[src/rtl/moore_seq_detector_param.sv]
// -----------------------------------------------------------------------------
// moore_seq_detector_param
//
// Parametrised Moore sequence detector. A serial bit stream (din, qualified by
// din_en) is shifted into a PATTERN_W-bit history register and compared against
// a runtime-programmable pattern. Overlapping or non-overlapping matching is
// selected at runtime. Each match produces a one-cycle dout pulse decoded from
// the state register only, so there is no combinational path from din to dout.
//
// Optional feature (compile-time macro MATCH_COUNT_EN):
//   defined   - match_count is a saturating count of matches, cleared by reset
//               only (clear does not touch it).
//   undefined - no counter is built and match_count is tied to 0.
//
// Parameters:
//   PATTERN_W  pattern length in bits (2..16)
//   CNT_W      match counter width
//
// Ports:
//   clk          in   rising-edge clock
//   reset        in   asynchronous active-low reset (0 = reset asserted)
//   din          in   serial data bit
//   din_en       in   din is accepted only on edges where din_en=1
//   pattern      in   target sequence, pattern[PATTERN_W-1] is received first;
//                     must be held stable during detection
//   overlap      in   1 = overlapping matches, 0 = non-overlapping
//   clear        in   synchronous restart of detection (wins over din_en)
//   dout         out  Moore match flag, high one cycle per match
//   match_count  out  saturating match count (0 when MATCH_COUNT_EN undefined)
// -----------------------------------------------------------------------------
module moore_seq_detector_param #(
    parameter int PATTERN_W = 4,
    parameter int CNT_W     = 8
) (
    input  logic                 clk,
    input  logic                 reset,
    input  logic                 din,
    input  logic                 din_en,
    input  logic [PATTERN_W-1:0] pattern,
    input  logic                 overlap,
    input  logic                 clear,
    output logic                 dout,
    output logic [CNT_W-1:0]     match_count
);

    // fill counts valid history bits and saturates at PATTERN_W.
    localparam int                FILL_W    = $clog2(PATTERN_W + 1);
    localparam logic [FILL_W-1:0] FILL_FULL = FILL_W'(PATTERN_W);

    typedef enum logic [1:0] {
        FILL  = 2'd0,   // fewer than PATTERN_W valid bits held
        ARMED = 2'd1,   // window full, last compare failed
        HIT   = 2'd2    // a match completed on the previous edge
    } state_t;

    state_t                 state;
    state_t                 state_n;
    logic [PATTERN_W-1:0]   hist;
    logic [PATTERN_W-1:0]   hist_n;
    logic [FILL_W-1:0]      fill;
    logic [FILL_W-1:0]      fill_n;

    // Candidate values if the current din is accepted on this edge.
    logic [PATTERN_W-1:0]   hist_shift;
    logic [FILL_W-1:0]      fill_inc;
    logic                   window_full;
    logic                   window_match;
    logic                   accept;
    logic                   enter_hit;

    assign hist_shift   = {hist[PATTERN_W-2:0], din};
    assign fill_inc     = (fill == FILL_FULL) ? FILL_FULL : fill + FILL_W'(1);
    assign window_full  = (fill_inc == FILL_FULL);
    assign window_match = window_full && (hist_shift == pattern);

    // clear has priority: a bit presented together with clear is dropped.
    assign accept       = din_en && !clear;
    assign enter_hit    = accept && window_match;

    // -------------------------------------------------------------------------
    // Process 1: state register.
    // NOTE: sequential state is written with non-blocking assignments so every
    // register samples the pre-edge values regardless of process ordering.
    // -------------------------------------------------------------------------
    always_ff @(posedge clk or negedge reset) begin
        if (!reset) begin
            state <= FILL;
            hist  <= '0;
            fill  <= '0;
        end else begin
            state <= state_n;
            hist  <= hist_n;
            fill  <= fill_n;
        end
    end

    // -------------------------------------------------------------------------
    // Process 2: next-state logic.
    // NOTE: every signal gets a hold/default value before any branch, so no
    // path through the block leaves an output unassigned and no latch appears.
    // -------------------------------------------------------------------------
    always_comb begin
        state_n = state;
        hist_n  = hist;
        fill_n  = fill;

        if (clear) begin
            // Restart: the history bits stay put but are ignored until refilled.
            state_n = FILL;
            fill_n  = '0;
        end else if (accept) begin
            hist_n = hist_shift;
            if (enter_hit) begin
                state_n = HIT;
                // Non-overlap needs PATTERN_W fresh bits before the next match;
                // overlap keeps the window full so every bit can end a match.
                fill_n  = overlap ? FILL_FULL : '0;
            end else begin
                state_n = window_full ? ARMED : FILL;
                fill_n  = fill_inc;
            end
        end else if (state == HIT) begin
            // HIT never lasts longer than one cycle without a new match.
            state_n = (fill == FILL_FULL) ? ARMED : FILL;
        end
    end

    // -------------------------------------------------------------------------
    // Process 3: Moore output decode, from the state register only.
    // -------------------------------------------------------------------------
    always_comb begin
        dout = (state == HIT);
    end

    // -------------------------------------------------------------------------
    // Optional saturating match counter. Counts every entry into HIT, including
    // HIT->HIT on back-to-back overlapping matches.
    // -------------------------------------------------------------------------
`ifdef MATCH_COUNT_EN
    logic [CNT_W-1:0] cnt;

    // NOTE: only control/state registers need reset; this counter is reset
    // because its value is architecturally visible from the first cycle.
    always_ff @(posedge clk or negedge reset) begin
        if (!reset) begin
            cnt <= '0;
        end else if (enter_hit && (cnt != {CNT_W{1'b1}})) begin
            cnt <= cnt + CNT_W'(1);
        end
    end

    assign match_count = cnt;
`else
    assign match_count = '0;
`endif

endmodule

[config.mk]
export PLATFORM = sky130hd
export DESIGN_NAME = moore_seq_detector_param
export DESIGN_NICKNAME = d
export VERILOG_FILES = /design/src/rtl/moore_seq_detector_param.sv
export SDC_FILE = /design/constraint.sdc
export NUM_CORES = 1
export LEC_CHECK = 0
export CAP_MARGIN = 10
export CORE_AREA = 2 2 39 41
export DETAILED_ROUTE_END_ITERATION = 16
export DIE_AREA = 0 0 41 43
export PLACE_DENSITY = 0.71
export SYNTH_ARGS = -nofsm -noshare
export SYNTH_HDL_FRONTEND = slang
export SYNTH_SLANG_ARGS = --single-unit
[constraint.sdc]
create_clock -name clk -period 3.3 [get_ports clk]
set_input_delay 0.66 -clock clk [delete_from_list [all_inputs] [get_ports clk]]
set_output_delay 0.66 -clock clk [all_outputs]
set_load 0.02 [all_outputs]
==> out/metrics.yaml <==
pwr:
  p_per_area_nw_per_um2: 398
  vdd_drop_max_uv: 193
  p_leak_nw: 0.279
timing:
  finClkSkew_ps: 2.86
  rsz0062_at_grt: "false"
  hold_viol_final: 0
  setup_viol: 0
  finalSetupTns_ps: 0
  finalMaxSlewViolations: 0
  fmax_ghz: 0.501
  fin_crit_ps: 2000
  fin_crit_sh: 0.605
placed_design:
  port_buffers: 10
  place.gp.congestion: 0.750
  hpwl_um: 651
routing:
  viasPerCell: 4.49
  avgRoutedWirePerCell_um: 9.87
  drt.antenna.violating_nets: 0
  drt_first_pass_iters: 3
  drt_iter0_markers: 9
  finalWirelength_um: 780
  vias: 355
  remaining_drc_errors: 0
synthesis:
  synth_top_cell_by_area: "dfrtp_1"
  yosys.cell_types.count: 23
  yosysWarnings: 0
  synth-edff-count: 0
  syn_area_sq_um: 526
  yosysTopAreaCellShare: 0.381
  synth_cells: 52
  syn_area_per_cell_sq_um: 10.1
  ys_seq_area_frac: 0.381
  ys_async_sr_fraction: 1.00
  synth_common_cells: "8 x buf_4, 8 x dfrtp_1, 5 x nor2_1, 5 x xnor2_1, 3 x mux2_2"
  ys_seq_elements: 8
  synth_flop_cell: "dfrtp_1"
  netlist_top_cells_area: "dfrtp_1 38%, buf_4 11%, xnor2_1 8.3%"
global_routing:
  antenna_found_initial: 0
  grt_overflow: 0
  grt_max_degree: 9
  track_usage: 0.106
  grt_first_pass_wirelength_um: 1240
  grt_pass1_vias: 310
clocking:
  postCtsSetupRepairBufs: 0
  cts_tree: "done"
  hold_buffers: 0
  clk_pin_slew_ps: 50
  cts_buffers: 3
  cts.sinks: 8
  clk_latency_ps: 240
  cts.repair.resized: 0
  cts_max_path_buffers: 2
  root_buffer: "clkbuf_4"
  htreeDepth: 1
finish:
  fin_util: 0.450
  diodes: 0
  drive_gt1_frac: 0.127
  finalNetCount: 77
  area.growth.synth_to_final_pct: 18.6
setup_path:
  path_class: "flip-flop to output pin"
  crit_arrival_ps: 1340
  critPathLaunchType: "flip-flop"
  cp_max_fo: 3
  worst_ep_required_time_ps: 2640
  crit_path_end_kind: "output pin"
floorplan:
  pin_count: 19
  start_util: 0.380
  die_y_um: 43
  die_w_um: 41
  die_area_sq_um: 1760
  row_count: 14
  coreArea_sq_um: 1380
run:
  max-cap-violations: 0
hold_path:
  hold_class: "flip-flop to flip-flop"
run_status:
  status: "finished, final reports clean"
cell families after synthesis:
family | Yosys count | share of synthesized area
xor gates and xnor gates | 5 | 0.0833
muxes | 5 | 0.102
AOI/OAI and AO/OA | 6 | 0.0905
adders and majority gates | 2 | 0.0476
other | 1 | 0.00714
DFF | 8 | 0.381
and+or+nand+nor | 14 | 0.138
buffers and inverters | 11 | 0.150
critical path: stages (launching register included):
cell and delay, ps:
dfrtp_1 390, nor2b_1 110, clkdlybuf4s50_1 600
power breakdown:
part / total (W) / switching [W] / internal [W]
clock network: 0.0000697 / 0.0000284 / 0.0000413
registers: 0.000119 / 0.00000929 / 0.000110
logic: 0.0000596 / 0.0000280 / 0.0000316
state kept, by name, summed over array words and instances (netlist names):
| register | cells |
|---|---|
| fill | 3 |
| hist | 3 |
| state | 2 |
metrics by stage:
stage / hold WS [ps] / total power [W] / cells / area, sq um / worst slack (ps)
floorplan: 364 / 0.000168 / 59 / 552 / 1870
global placement: 512 / 0.000180 / 76 / 601 / 1370
detailed placement: 523 / 0.000181 / 76 / 601 / 1350
CTS: 533 / 0.000253 / 79 / 623 / 1290
global route: 571 / 0.000267 / 79 / 623 / 1210
finish: 531 / 0.000248 / 79 / 623 / 1300
worst paths after layout:
check	start	to	slack (ps)	depth (start not counted)
max reg2reg	fill[0]	fill[2]	1770	5
max in group asynchronous	reset	fill[2]	2350	1
min	hist[2]	hist[2]	530	1
min reg2reg	hist[2]	hist[2]	530	1
min in group asynchronous	reset	hist[1]	690	1
max	state[0]	dout	1300	2
layout by cell type, fill, tap and decap left out, drive strengths merged, types with 2 or more instances in the layout:
cell type,instances
ha,2
conb,8
inv,2
o31ai,2
clkbuf,3
nor2,5
mux2i,2
nand2,2
xnor2,5
mux2,3
dfrtp,8
clkdlybuf4s50,10
area by class of cell:
| class | instances | area, sq um |
|---|---|---|
| well taps | 16 | 20.0 |
| fillers | 132 | 761 |
| clock buffers | 3 | 22.5 |
| flip-flops and latches | 8 | 200 |
| multi-input cells | 40 | 273 |
| repair buffers | 10 | 100 |
| inverters | 2 | 7.51 |
metal layers:
| metal | GRT usage | share of wire |
|---|---|---|
| met5 | 0 | 0 |
| met4 | 0.0600 | 0.013 |
| met3 | 0.0314 | 0.050 |
| met2 | 0.166 | 0.47 |
| met1 | 0.120 | 0.46 |
Power figures use the tool's default switching activity.
